<file path="src/rtl/conv_pkg.sv">
// rtl/conv_pkg.sv - shared types, defaults and width helpers for the 3x3 convolution sequencer
package conv_pkg;

  localparam int DEF_IMG_DIM = 8;
  localparam int DEF_K_DIM   = 3;
  localparam int DEF_DATA_W  = 8;
  localparam int DEF_ACC_W   = 20;

  typedef enum logic [2:0] {
    S_IDLE,
    S_LOAD_K,
    S_LOAD_I,
    S_MAC,
    S_OUT,
    S_DONE
  } conv_state_t;

  // Counter width that never collapses to zero bits.
  function automatic int cnt_w(input int n);
    return (n > 1) ? $clog2(n) : 1;
  endfunction

  // Side length of a valid (no padding, stride 1) convolution.
  function automatic int out_dim(input int img_dim, input int k_dim);
    return img_dim - k_dim + 1;
  endfunction

  // Smallest accumulator that holds a full window sum without wrapping.
  function automatic int min_acc_w(input int data_w, input int k_dim);
    return 2 * data_w + $clog2(k_dim * k_dim);
  endfunction

  localparam int OUT_DIM = out_dim(DEF_IMG_DIM, DEF_K_DIM);
  localparam int POS_W   = cnt_w(OUT_DIM);
  localparam int WIN_W   = cnt_w(DEF_K_DIM);

endpackage

</file>
<file path="src/rtl/conv_sequencer_if.sv">
// rtl/conv_sequencer_if.sv - input beat stream and tagged result stream of the convolution sequencer
interface conv_sequencer_if
  import conv_pkg::*;
#(
  parameter int DATA_W = DEF_DATA_W,
  parameter int ACC_W  = DEF_ACC_W,
  parameter int POS_W  = conv_pkg::POS_W
);
  logic                     in_valid;
  logic                     in_ready;
  logic signed [DATA_W-1:0] in_data;
  logic                     out_valid;
  logic                     out_ready;
  logic signed [ACC_W-1:0]  out_data;
  logic [POS_W-1:0]         out_row;
  logic [POS_W-1:0]         out_col;

  // Producer of weights/pixels and consumer of results.
  modport master (
    output in_valid, in_data, out_ready,
    input  in_ready, out_valid, out_data, out_row, out_col
  );

  // The sequencer itself.
  modport slave (
    input  in_valid, in_data, out_ready,
    output in_ready, out_valid, out_data, out_row, out_col
  );
endinterface

</file>
<file path="src/rtl/conv_mac.sv">
// rtl/conv_mac.sv - signed multiply, sign-extend and accumulate with clear/enable
module conv_mac #(
  parameter int DATA_W = 8,
  parameter int ACC_W  = 20
) (
  input  logic                     clk,
  input  logic                     rst,
  input  logic                     clear,
  input  logic                     en,
  input  logic signed [DATA_W-1:0] a,
  input  logic signed [DATA_W-1:0] b,
  output logic signed [ACC_W-1:0]  acc
);
  logic signed [2*DATA_W-1:0] prod;
  logic signed [ACC_W-1:0]    prod_x;

  assign prod   = a * b;
  assign prod_x = {{(ACC_W - 2*DATA_W){prod[2*DATA_W-1]}}, prod};

  // Clear restarts the sum; when combined with enable the first product is loaded directly.
  always_ff @(posedge clk or posedge rst) begin
    if (rst) begin
      acc <= '0;
    end else if (clear) begin
      acc <= en ? prod_x : '0;
    end else if (en) begin
      acc <= acc + prod_x;
    end
  end
endmodule

</file>
<file path="src/rtl/conv_sequencer.sv">
// rtl/conv_sequencer.sv - 3x3 convolution sequencer; CONV_RELU_EN enables ReLU on results
module conv_sequencer
  import conv_pkg::*;
#(
  parameter int IMG_DIM = DEF_IMG_DIM,
  parameter int K_DIM   = DEF_K_DIM,
  parameter int DATA_W  = DEF_DATA_W,
  parameter int ACC_W   = DEF_ACC_W
) (
  input  logic            clk,
  input  logic            rst,
  input  logic            start,
  input  logic            abort,
  output logic            busy,
  output logic            done,
  conv_sequencer_if.slave bus
);
  localparam int K_N   = K_DIM * K_DIM;
  localparam int I_N   = IMG_DIM * IMG_DIM;
  localparam int O_DIM = out_dim(IMG_DIM, K_DIM);
  localparam int LD_W  = cnt_w(I_N);
  localparam int KI_W  = cnt_w(K_N);
  localparam int WN_W  = cnt_w(K_DIM);
  localparam int PS_W  = cnt_w(O_DIM);

  conv_state_t state, state_nxt;

  logic signed [DATA_W-1:0] kbuf [K_N];
  logic signed [DATA_W-1:0] ibuf [I_N];

  logic [LD_W-1:0] ld_cnt;
  logic [WN_W-1:0] win_r, win_c;
  logic [PS_W-1:0] pos_i, pos_j;

  logic                     beat;
  logic                     ld_last_k, ld_last_i;
  logic                     win_last, pos_last;
  logic [KI_W-1:0]          k_idx;
  logic [LD_W-1:0]          p_idx;
  logic signed [DATA_W-1:0] w_sel, p_sel;
  logic                     mac_clear, mac_en;
  logic signed [ACC_W-1:0]  acc;

  assign bus.in_ready  = (state == S_LOAD_K) || (state == S_LOAD_I);
  assign bus.out_valid = (state == S_OUT);
  assign busy          = (state != S_IDLE);
  assign done          = (state == S_DONE);
  assign bus.out_row   = pos_i;
  assign bus.out_col   = pos_j;

  assign beat      = bus.in_valid && bus.in_ready;
  assign ld_last_k = (ld_cnt == LD_W'(K_N - 1));
  assign ld_last_i = (ld_cnt == LD_W'(I_N - 1));
  assign win_last  = (win_r == WN_W'(K_DIM - 1)) && (win_c == WN_W'(K_DIM - 1));
  assign pos_last  = (pos_i == PS_W'(O_DIM - 1)) && (pos_j == PS_W'(O_DIM - 1));

  // Window tap addressing: weight (r,c) pairs with pixel (i+r, j+c).
  assign k_idx = KI_W'(int'(win_r) * K_DIM + int'(win_c));
  assign p_idx = LD_W'((int'(pos_i) + int'(win_r)) * IMG_DIM + int'(pos_j) + int'(win_c));
  assign w_sel = kbuf[k_idx];
  assign p_sel = ibuf[p_idx];

  assign mac_en    = (state == S_MAC);
  assign mac_clear = mac_en && (win_r == '0) && (win_c == '0);

  // The accumulator is frozen outside MAC, so it already holds the result throughout OUT.
`ifdef CONV_RELU_EN
  assign bus.out_data = acc[ACC_W-1] ? '0 : acc;
`else
  assign bus.out_data = acc;
`endif

  conv_mac #(
    .DATA_W (DATA_W),
    .ACC_W  (ACC_W)
  ) u_mac (
    .clk   (clk),
    .rst   (rst),
    .clear (mac_clear),
    .en    (mac_en),
    .a     (w_sel),
    .b     (p_sel),
    .acc   (acc)
  );

  // State register.
  always_ff @(posedge clk or posedge rst) begin
    if (rst) state <= S_IDLE;
    else     state <= state_nxt;
  end

  // Next-state decode; abort overrides every transition including an output handshake.
  always_comb begin
    state_nxt = state;
    case (state)
      S_IDLE:   if (start) state_nxt = S_LOAD_K;
      S_LOAD_K: if (beat && ld_last_k) state_nxt = S_LOAD_I;
      S_LOAD_I: if (beat && ld_last_i) state_nxt = S_MAC;
      S_MAC:    if (win_last) state_nxt = S_OUT;
      S_OUT:    if (bus.out_ready) state_nxt = pos_last ? S_DONE : S_MAC;
      S_DONE:   state_nxt = S_IDLE;
      default:  state_nxt = S_IDLE;
    endcase
    if (abort) state_nxt = S_IDLE;
  end

  // Load, window and position counters; every job starts from zero.
  always_ff @(posedge clk or posedge rst) begin
    if (rst) begin
      ld_cnt <= '0;
      win_r  <= '0;
      win_c  <= '0;
      pos_i  <= '0;
      pos_j  <= '0;
    end else if (abort || state == S_IDLE) begin
      ld_cnt <= '0;
      win_r  <= '0;
      win_c  <= '0;
      pos_i  <= '0;
      pos_j  <= '0;
    end else begin
      case (state)
        S_LOAD_K: if (beat) ld_cnt <= ld_last_k ? '0 : ld_cnt + 1'b1;
        S_LOAD_I: if (beat) ld_cnt <= ld_last_i ? '0 : ld_cnt + 1'b1;
        S_MAC: begin
          if (win_c == WN_W'(K_DIM - 1)) begin
            win_c <= '0;
            win_r <= (win_r == WN_W'(K_DIM - 1)) ? '0 : win_r + 1'b1;
          end else begin
            win_c <= win_c + 1'b1;
          end
        end
        S_OUT: begin
          if (bus.out_ready) begin
            if (pos_j == PS_W'(O_DIM - 1)) begin
              pos_j <= '0;
              pos_i <= (pos_i == PS_W'(O_DIM - 1)) ? '0 : pos_i + 1'b1;
            end else begin
              pos_j <= pos_j + 1'b1;
            end
          end
        end
        default: ;
      endcase
    end
  end

  // Weight and pixel buffers; contents are only meaningful after a full load.
  always_ff @(posedge clk) begin
    if (beat && state == S_LOAD_K) kbuf[KI_W'(ld_cnt)] <= bus.in_data;
    if (beat && state == S_LOAD_I) ibuf[ld_cnt] <= bus.in_data;
  end
endmodule

</file>
<file path="src/flat_wrapper.sv">
// flat-port wrapper written by rule: the top's interface ports become plain ports
module conv_sequencer_flat import conv_pkg::*;
#(
  parameter int IMG_DIM = DEF_IMG_DIM,
  parameter int K_DIM   = DEF_K_DIM,
  parameter int DATA_W  = DEF_DATA_W,
  parameter int ACC_W   = DEF_ACC_W
)
  (clk, rst, start, abort, busy, done, bus_in_valid, bus_in_data, bus_out_ready, bus_in_ready, bus_out_valid, bus_out_data, bus_out_row, bus_out_col);
  conv_sequencer_if #(.DATA_W(DATA_W), .ACC_W(ACC_W), .POS_W(POS_W)) bus_i ();
  input  logic clk;
  input  logic rst;
  input  logic start;
  input  logic abort;
  output logic busy;
  output logic done;
  input wire logic [$bits(bus_i.in_valid)-1:0] bus_in_valid;
  input wire logic [$bits(bus_i.in_data)-1:0] bus_in_data;
  input wire logic [$bits(bus_i.out_ready)-1:0] bus_out_ready;
  output wire logic [$bits(bus_i.in_ready)-1:0] bus_in_ready;
  output wire logic [$bits(bus_i.out_valid)-1:0] bus_out_valid;
  output wire logic [$bits(bus_i.out_data)-1:0] bus_out_data;
  output wire logic [$bits(bus_i.out_row)-1:0] bus_out_row;
  output wire logic [$bits(bus_i.out_col)-1:0] bus_out_col;
  assign bus_i.in_valid = bus_in_valid;
  assign bus_i.in_data = bus_in_data;
  assign bus_i.out_ready = bus_out_ready;
  assign bus_in_ready = bus_i.in_ready;
  assign bus_out_valid = bus_i.out_valid;
  assign bus_out_data = bus_i.out_data;
  assign bus_out_row = bus_i.out_row;
  assign bus_out_col = bus_i.out_col;
  conv_sequencer #(.IMG_DIM(IMG_DIM), .K_DIM(K_DIM), .DATA_W(DATA_W), .ACC_W(ACC_W)) u_core (.clk(clk), .rst(rst), .start(start), .abort(abort), .busy(busy), .done(done), .bus(bus_i));
endmodule
</file>
<file path="config.mk">
export PLATFORM = sky130hd
export DESIGN_NAME = conv_sequencer_flat
export DESIGN_NICKNAME = d
export VERILOG_FILES = /design/src/rtl/conv_pkg.sv /design/src/rtl/conv_sequencer_if.sv /design/src/rtl/conv_mac.sv /design/src/rtl/conv_sequencer.sv /design/src/flat_wrapper.sv
export SDC_FILE = /design/constraint.sdc
export NUM_CORES = 1
export LEC_CHECK = 0
export CAP_MARGIN = 40
export CORE_MARGIN = 2
export CORE_UTILIZATION = 45
export CTS_CLUSTER_SIZE = 16
export DETAILED_ROUTE_END_ITERATION = 16
export GPL_ROUTABILITY_DRIVEN = 0
export HOLD_SLACK_MARGIN = 0.15
export PLACE_DENSITY_LB_ADDON = 0.05
export SKIP_LAST_GASP = 1
export SLEW_MARGIN = 10
export SYNTH_ARGS = -nofsm -noshare
export SYNTH_HDL_FRONTEND = slang
export SYNTH_SLANG_ARGS = --single-unit
</file>
<file path="constraint.sdc">
create_clock -name clk -period 7.86 [get_ports clk]
set_input_delay 0.786 -clock clk [delete_from_list [all_inputs] [get_ports clk]]
set_output_delay 0.786 -clock clk [all_outputs]
set_load 0.01 [all_outputs]
</file>
======== Yosys cells after proc, flatten, opt, wreduce, memory -nomap -nowiden ========
Memory sizes are Yosys's and may differ from the RTL's.
Index checks and enable logic that the tools add are counted.
word-level totals
  register bits ........................... 39
  output and inout bits ................... 30
  logic and storage cells ................. 103
  memories ................................ 2
  memory bits (read-only) ................. 0
  bits in latches ......................... 0
  bits in writable memories ............... 584
memory list
  memory       words  bits a word  rd ports  clocked after memory_dff  wr ports  RTL line              source
  u_core.ibuf  64     8            1         0                         1         conv_sequencer.sv:29  logic signed [DATA_W-1:0] ibuf [I_N];
  u_core.kbuf  9      8            1         0                         1         conv_sequencer.sv:28  logic signed [DATA_W-1:0] kbuf [K_N];
cells by class
  multiplexer cells ....................... 37
  $mul .................................... 2
  shift-type cells ........................ 0
  eq/ne operators ......................... 18
  bitwise logic cells ..................... 0
  divide/modulo/power cells ............... 0
  reduce and logical (&&, ||, !) cells .... 27
  add/subtract/negate cells ............... 10
  $lt $le $gt $ge ......................... 0
operators with widths
  operator                                                count
  two-way mux 20 bit                                      3
  two-way mux 3 bit                                       16
  two-way mux 6 bit                                       5
  adder 20 x 16 -> 20 bit                                 1
  multiplier 8 x 8 -> 16 bit                              1
  case mux 3 bit (5 select lines)                         1
  two-way mux 2 bit                                       7
  equality test 3 bit (second input constant)             4
  inequality test 3 bit (second input constant)           4
  case mux 6 bit (2 select lines)                         1
  nonzero test 2 bit                                      6
  logical AND 1 bit                                       9
  inequality test 3 x 2 -> 1 bit (second input constant)  3
  adder 3 x 1 -> 3 bit (second input constant)            2
  adder 6 x 1 -> 6 bit (second input constant)            1
  adder 6 x 3 -> 6 bit                                    1
  adder 6 x 4 -> 6 bit                                    1
  equality test 3 x 2 -> 1 bit (second input constant)    2
  equality test 6 x 4 -> 1 bit (second input constant)    1
  equality test 6 bit (second input constant)             1
  AND reduction 3 bit                                     2
  nonzero test 3 bit                                      2
  AND reduction 5 bit                                     1
  adder 2 x 1 -> 2 bit (second input constant)            2
  other kinds (10)                                        17

======== Depth between registers and ports, before layout ========
An unclocked memory read counts as a cell.
  depth after elaboration ................. 8
  depth in mapped cells ................... 37
  gate-level depth less buffers ........... 36

======== By module ========
Synthesis repeated with hierarchy kept, for this count alone.
second synthesis, totals
  cell total of the unflattened synthesis .. 1687
  area total of the unflattened synthesis .. 28622.5 µm²
modules (own cells, without submodules)
  module          instances  area each (µm²)  cells each  sequential area each (µm²)
  conv_sequencer  1          24204.5          1174        18012.3
  conv_mac        1          4418.0           513         500.5

======== Worst setup path before layout ========
Ideal clock, no wire load.
  path kind ............................... reg-to-reg
  from .................................... register u_core.pos_j[0] (netlist: u_core.bus.out_col[0])
  to ...................................... register u_core.u_mac.acc[19]
  library setup time ...................... 0.138 ns
  stages on the path, launching flop included .. 36
  data required time ...................... 7.722 ns
  setup slack ............................. -0.768 ns
  arrival ................................. 8.490 ns
  buffers on the path ..................... 2
  cells stage by stage .................... dfrtp_1 -> ha_1 -> inv_1 -> fa_1 -> clkbuf_1 -> clkbuf_1 -> mux4_2 -> mux4_2 -> mux2_2 -> o21ai_4 -> or2_1 -> inv_2 -> ha_1 -> inv_1 -> fa_1 -> inv_1 -> fa_1 -> inv_1 -> fa_1 -> inv_1 -> ha_1 -> or3_1 -> o2111a_1 -> a31o_1 -> o41ai_2 -> xnor2_1 -> inv_1 -> ha_1 -> a21oi_1 -> nor2b_1 -> o21ai_0 -> nand2b_1 -> a21oi_1 -> nand2_1 -> a41oi_1 -> or4b_1
between the ends
  cells in the longest elaborated chain, start to end .. 7
RTL lines
  item                          RTL line               source
  from (decl)                   conv_sequencer.sv:33   logic [PS_W-1:0] pos_i, pos_j;
  from (signal assigned)        conv_sequencer.sv:139  pos_j <= pos_j + 1'b1;
  adder 6 x 4 -> 6 bit *        conv_sequencer.sv:59   assign p_idx = LD_W'((int'(pos_i) + int'(win_r)) * IMG_DIM + int'(pos_j) + int'(win_c));
  adder 6 x 3 -> 6 bit *        conv_sequencer.sv:59
  memory read (64 x 8 bit) *    --
  multiplier 8 x 8 -> 16 bit *  conv_mac.sv:17         assign prod = a * b;
  adder 20 x 16 -> 20 bit       conv_mac.sv:27         acc <= acc + prod_x;
  two-way mux 20 bit            conv_mac.sv:26         end else if (en) begin
  two-way mux 20 bit *          conv_mac.sv:24         end else if (clear) begin
  to (signal assigned)          conv_mac.sv:25         acc <= en ? prod_x : '0;
  to (signal assigned)          conv_mac.sv:27
  to (decl)                     conv_mac.sv:12         output logic signed [ACC_W-1:0] acc
Every way passes the cells marked *; elsewhere a longest branch is shown, timed or not. The select of a mux whose other input is x is not followed.
A chain may end at the register's enable or synchronous reset.

======== Worst setup path after layout ========
  from .................................... register u_core.win_c[0]
  to ...................................... register u_core.u_mac.acc[19]
between the ends
  cells in the longest elaborated chain, start to end .. 6
RTL lines
  item                                                                        RTL line                                    source
  from (decl)                                                                 conv_sequencer.sv:32                        logic [WN_W-1:0] win_r, win_c;
  from (signal assigned)                                                      conv_sequencer.sv:130                       win_c <= win_c + 1'b1;
  adder 6 x 3 -> 6 bit / adder 4 x 3 -> 4 bit (equally long branches)         conv_sequencer.sv:59, conv_sequencer.sv:58
  memory read (64 x 8 bit) / memory read (9 x 8 bit) (equally long branches)  --
  multiplier 8 x 8 -> 16 bit                                                  conv_mac.sv:17
  adder 20 x 16 -> 20 bit                                                     conv_mac.sv:27
  two-way mux 20 bit                                                          conv_mac.sv:26
  two-way mux 20 bit                                                          conv_mac.sv:24
Parallel ways exist; a longest one is shown, timed or not. The select of a mux whose other input is x is not followed.

==> metrics.yaml <==
final_antenna_net_count: 0
synth-main-ff-cell: "edfxtp_1"
rows: 91
grt_first_pass_wirelength_um: 103600
clock_latency_ns: 0.60
placed_area_mm2: 0.03159
setup_viol: 7
antennaDiodeCount: 0
synth_cell_types: 62
cp_data_arrival_time_ns: 8.96
criticalPathCategory: "reg -> reg"
cts_tree: "yes"
htree_num_levels: 3
core_area_mm2: 0.06183
dieWidth_um: 254.5
critPathSlowestCell: "fa_4"
synth_cells: 1639
area_delta_synth_final_pct: 23.17
via_per_inst: 5.540
critPathMaxFanout: 5
grt_max_degree: 74
grt_setup_unrepaired: "yes"
tightest_slew_ns: 0.9125
antenna_found_initial: 1
cts_made_buffers: 70
synth.top_cell.area_share: 0.6209
track_usage: 0.2202
synth_edf_count: 584
yosysTopAreaCell: "edfxtp_1"
mostFrequentLayoutCells: "edfxtp_1, buf_4, mux4_2"
dpl.hpwl_um: 46040
io_buffer_count: 43
layout_commonest_cell: "edfxtp_1"
boundaryPins: 44
syn_avg_cell_area_um2: 17.23
synth_area_mm2: 0.02824
clock.fmax_mhz: 117.8
worstHoldPathType: "reg -> reg"
drc_errors: 0
clockRootBuffer: "clkbuf_16"
fin_area_mm2: 0.03479
critPathRequiredTime_ns: 8.33
ys_ff_latch: 623
violations: "negative setup slack"
max_slew_margin: 0.3895
drt_iter0_markers: 1530
startpoint_type: "register"
crit_family: "adder cells"
period_share: 1.080
seq_area_frac_synth: 0.6555
dieArea_mm2: 0.06478
drv_slew: 0
setup_ws_ns: -0.6300
synth.net_count: 1775
status: "finished, violations left"
drive_gt1_frac: 0.3264
cts.sinks: 623
drtPass1Iterations: 5
gr-total-overflow: 0
start_util: 0.4568
yosys-top-cells-area: "edfxtp_1, mux4_2, fa_1, dfrtp_1, ha_1"
nets: 2089
end_kind: "register"
grt_pass1_vias: 15880
yosysWarnings: 0
vias: 15760
maxCapViolCount: 0
cpPeakStageDelay_ns: 0.88
finalHoldViolations: 0
wirelength_um: 70040
cts_buffer_depth: 3
critical_path_buf_inv_count: 11
clk_pin_slew_ns: 0.06
finClkSkew_ns: 0.02898
fp.dieH_um: 254.5
fin_crit_ns: 8.490
avgRoutedWirePerCell_um: 24.63
async_flop_share: 0.06260
cell type report:
cell class / count / area [um2]
fill: 4785 / 27040
sequential: 623 / 18520
inverter: 111 / 419.2
multi-input combinational: 841 / 9629
tap: 837 / 1047
timing repair buffer: 306 / 2907
clock inverter: 35 / 356.6
clock buffer: 91 / 1913
metal layers:
| metal | global-route usage | vias to the layer above | wire, um |
|---|---|---|---|
| li1 | - | 6953 | - |
| met1 | 0.3199 | 8295 | 31700 |
| met2 | 0.3523 | 420 | 33450 |
| met3 | 0.03205 | 88 | 3599 |
| met4 | 0.05664 | 0 | 1289 |
| met5 | 0 | - | 0 |
cell usage after synthesis (all sizes together), types with 6 or more instances:
| master | n |
|---|---|
| ha | 61 |
| nand4 | 8 |
| and2 | 6 |
| nor3 | 14 |
| or2 | 14 |
| mux4 | 176 |
| edfxtp | 584 |
| nor2 | 150 |
| xor2 | 7 |
| fa | 61 |
| a21oi | 46 |
| nand2b | 7 |
| mux2 | 8 |
| inv | 111 |
| a211oi | 7 |
| buf | 27 |
| a21o | 11 |
| mux2i | 25 |
| xnor2 | 30 |
| nor2b | 11 |
| a31oi | 7 |
| nand2 | 71 |
| o21ai | 47 |
| nor3b | 6 |
| clkbuf | 37 |
| dfrtp | 39 |
| o21bai | 7 |
| or3 | 9 |
| nand3 | 16 |
path summary, 6_finish.rpt:
kind / from / end / slack, ns / cells past startpoint
setup / recovery: u_core.win_c[0]$_DFFE_PP0P_ / u_core.u_mac.acc[19]$_DFFE_PP0P_ / -0.63 / 37
hold / removal: u_core.u_mac.acc[0]$_DFFE_PP0P_ / u_core.u_mac.acc[0]$_DFFE_PP0P_ / 0.53 / 1
setup reg to reg: u_core.win_c[0]$_DFFE_PP0P_ / u_core.u_mac.acc[19]$_DFFE_PP0P_ / -0.63 / 37
hold reg to reg: u_core.u_mac.acc[0]$_DFFE_PP0P_ / u_core.u_mac.acc[0]$_DFFE_PP0P_ / 0.53 / 1
max in group asynchronous: rst / u_core.bus.out_col[0]$_DFFE_PP0P_ / 6.74 / 3
min in group asynchronous: rst / u_core.u_mac.acc[16]$_DFFE_PP0P_ / 0.65 / 3
timing repair:
item,4_1_cts,5_1_grt
endpoints found under the setup margin,10,10
setup buffers,20,9
hold buffers,0,0
cloned,4,4
resized for setup,68,36
pin swaps,42,27
stage by stage:
step | instances | setup slack (ns) | util | hold slack (ns) | setup TNS [ns]
CTS | 2829 | -0.7221 | 0.5573 | 0.5351 | -3.718
floorplan | 1639 | -0.06259 | - | 0.5125 | -0.06259
global placement | 2651 | -0.8986 | 0.5073 | 0.4982 | -5.719
global route | 2844 | -0.9761 | 0.5627 | 0.5543 | -6.378
detailed placement | 2681 | -0.9632 | 0.5109 | 0.5138 | -6.219
finish | 2844 | -0.6300 | 0.5627 | 0.5337 | -3.139
state kept, by name, indices dropped and copies added (netlist names):
name	cells
u_core.bus.out_col	3
u_core.kbuf	72
u_core.state	3
u_core.ibuf	512
u_core.win_r	2
u_core.ld_cnt	6
u_core.bus.out_row	3
u_core.win_c	2
u_core.u_mac.acc	20
cell families (layout without fill, tap and decap cells):
group / Yosys count / after routing / share of synthesized area
mux: 209 / 209 / 0.1524
xor+xnor: 37 / 37 / 0.01147
flops: 623 / 623 / 0.6555
buf+inv: 175 / 543 / 0.02485
compound gates: 145 / 145 / 0.03269
fa+ha+maj: 122 / 122 / 0.07026
simple gates: 328 / 328 / 0.05285
Power is not shown: default switching activity piles up to over one toggle a cycle in this logic, so the estimate is an artifact.
==> RTL edit, RTL diff (same settings) <==
Add a define of `CONV_RELU_EN`.
--- a/src/rtl/conv_sequencer.sv
+++ b/src/rtl/conv_sequencer.sv
@@ -1,4 +1,6 @@
 // rtl/conv_sequencer.sv - 3x3 convolution sequencer; CONV_RELU_EN enables ReLU on results
+`define CONV_RELU_EN
+
 module conv_sequencer
   import conv_pkg::*;
 #(
Behaviour: no difference found for any inputs over 4 cycles, from zero or initial values and one cycle with rst high; that may be too few to reach the edited logic, so the function may still have changed.
==> RTL edit against the original RTL <==
- the run still ends with setup timing left
- die area increased by 0.86%
- synthesized area up 0.87%
- cell area barely moved
- worst setup slack better by 0.045 ns
- worst hold slack got worse by 0.0043 ns
- critical path depth fell by 4
- sequential cell count unchanged
- wire length is 1.0% higher
- global-route usage shrank 0.17 points
- largest cell class unchanged
- highest routed layer unchanged
==> RTL edit: results (changes against the original RTL) <==
- Placed Instances: 2703 (+0.82%)
- Setup Skew: 0.0148 ns (-0.0142 ns)
- Count of input and output buffers: 42 (-2.3%)
- Total GRT Usage: 21.9% (-0.17 points)
- Final setup TNS: -3.35 ns (-0.207 ns)
- Multi-input logic area: 0.00978 mm² (+1.5%)
- Commonest cells post-synth: edfxtp_1 (584), mux4_2 (175), nor2_1 (155), inv_1 (98)
- Critical path fanouts, max: 7 (+2)
- Top FF cell, synth: edfxtp_1
- Outcome: finished, violations left
- Detailed placement HPWL: 48000 µm (+4.2%)
- Worst setup margin: -0.585 ns (+0.0448 ns)
- Worst vdd ir: 0.000753 V
- WL/cell: 24.8 µm (+0.87%)
- Tightest Pin Transition: 0.857 ns (-0.0551 ns)
- Pin count of the biggest net entering global routing: 74 (unchanged)
- DRT Wirelength: 70800 µm (+1.0%)
- Failing checks: setup timing
- Critical Path Max Stage Delay: 0.84 ns (-0.04 ns)
- CTS buffer count: 69 (-1.4%)
- DRT iter0 DRCs: 1308 (-15%)
- Layout fillers: 4989 (+4.3%)
- Synth area leaders: edfxtp_1 (62%), mux4_2 (14%), fa_1 (4.3%)
- Latest clock arrival within the worst-skew pair: 0.61 ns
- Seq/Total Area, Yosys: 65.0% (-0.57 points)
- Crit path arrival time: 8.90 ns (-0.06 ns)
- Slowest CP cell: fa_4
- Synth Net Count: 1806 (+1.7%)
- Synth unique cells: 63 (+1.6%)
- First-pass GRT wire length: 106000 µm (+2.4%)
- Pre-CTS setup slack: -0.892 ns (+0.0708 ns)
- Endpoints failing setup: 9 (+2)
- Dpl cell area: 0.0318 mm² (+0.62%)
- Top flop regs: u_core.ibuf: 512 flops, u_core.kbuf: 72 flops, u_core.u_mac.acc: 20 flops
- Mapped Cells: 1670 (+1.9%)
- Final nets: 2090 (+0.048%)
- Proportion of layout cells with a drive suffix above 1: 31.1% (-1.6 points)
- Initial antenna violation count: 1 (unchanged)
- Vias post-DR: 15822 (+0.42%)
## RTL edit: cell count changes in the layout (fill, tap and decap cells not counted), moves of 6 or more
cell,delta
buf_6,+18
nor2b_1,+17
nand4_1,-6
nor3_1,+6
xnor2_2,-6
buf_4,-33
buf_12,+8
clkinv_2,-8
clkinv_1,+7
nand2_1,-10
inv_1,-9
## RTL edit: layer usage
layer	GRT usage, %	routed length [µm]	vias to the layer above
li1	-	-	6996
met1	32.8	32800	8313
met2	33.9	33100	417
met3	3.52	3720	96
met4	4.99	1180	0
met5	0	0	-
## RTL edit: kinds of logic (layout without fill, tap and decap cells)
| logic type | after synthesis | in the layout | share of synthesized area [%] |
|---|---|---|---|
| DFF | 623 | 623 | 65.0 |
| xor gates and xnor gates | 35 | 35 | 1.08 |
| and+or+nand+nor | 353 | 353 | 5.76 |
| adders and majority gates | 122 | 122 | 6.97 |
| muxes | 211 | 211 | 15.1 |
| buffers and inverters | 178 | 511 | 2.60 |
| other | 1 | 1 | 0.0132 |
| AOI/OAI and AO/OA | 147 | 147 | 3.46 |
## RTL edit: critical path, delay by kind of cell (launching register included)
kind,cells,cell delay [ns]
AO/OA/AOI/OAI,11,2.11
XOR/XNOR,1,0.22
multiplexers,3,1.17
adder cells (fa/ha/maj),8,3.47
flip-flops,1,0.39
buffers and inverters,6,0.49
AND/OR/NAND/NOR,4,0.46
## RTL edit: repair_timing
| item | in CTS | in global routing |
|---|---|---|
| endpoints found under the setup margin | 12 | 12 |
| setup buffers | 19 | 8 |
| pin swaps | 40 | 22 |
| endpoints found under the hold margin | 0 | 0 |
| gates cloned | 2 | 1 |
| gates resized for setup | 88 | 30 |
## RTL edit: final timing paths
check / startpoint / endpoint / slack (ns) / cells past startpoint
worst max-delay path: u_core.bus.out_col[0] / u_core.u_mac.acc[19] / -0.59 / 33
worst min-delay path: u_core.u_mac.acc[8] / u_core.u_mac.acc[8] / 0.53 / 2
worst max register to register: u_core.bus.out_col[0] / u_core.u_mac.acc[19] / -0.59 / 33
worst min register to register: u_core.u_mac.acc[8] / u_core.u_mac.acc[8] / 0.53 / 2
max in group asynchronous: rst / u_core.bus.out_col[0] / 6.76 / 3
min in group asynchronous: rst / u_core.bus.out_col[2] / 0.65 / 3
## RTL edit: final cells by class
class	instances	share of cell area, %
Sequential cell	623	53.2
Multi-Input combinational cell	869	28.1
Inverter	99	1.07
Clock buffer	81	5.21
Clock inverter	39	1.25
Tap cell	846	3.04
Timing Repair Buffer	292	8.16
## RTL edit: power breakdown
| part | switching (mW) | internal, mW | total [mW] |
|---|---|---|---|
| clock | 1.32 | 1.92 | 3.23 |
| sequential | 0.0817 | 3.70 | 3.78 |
| combinational | 4.93 | 5.25 | 10.2 |
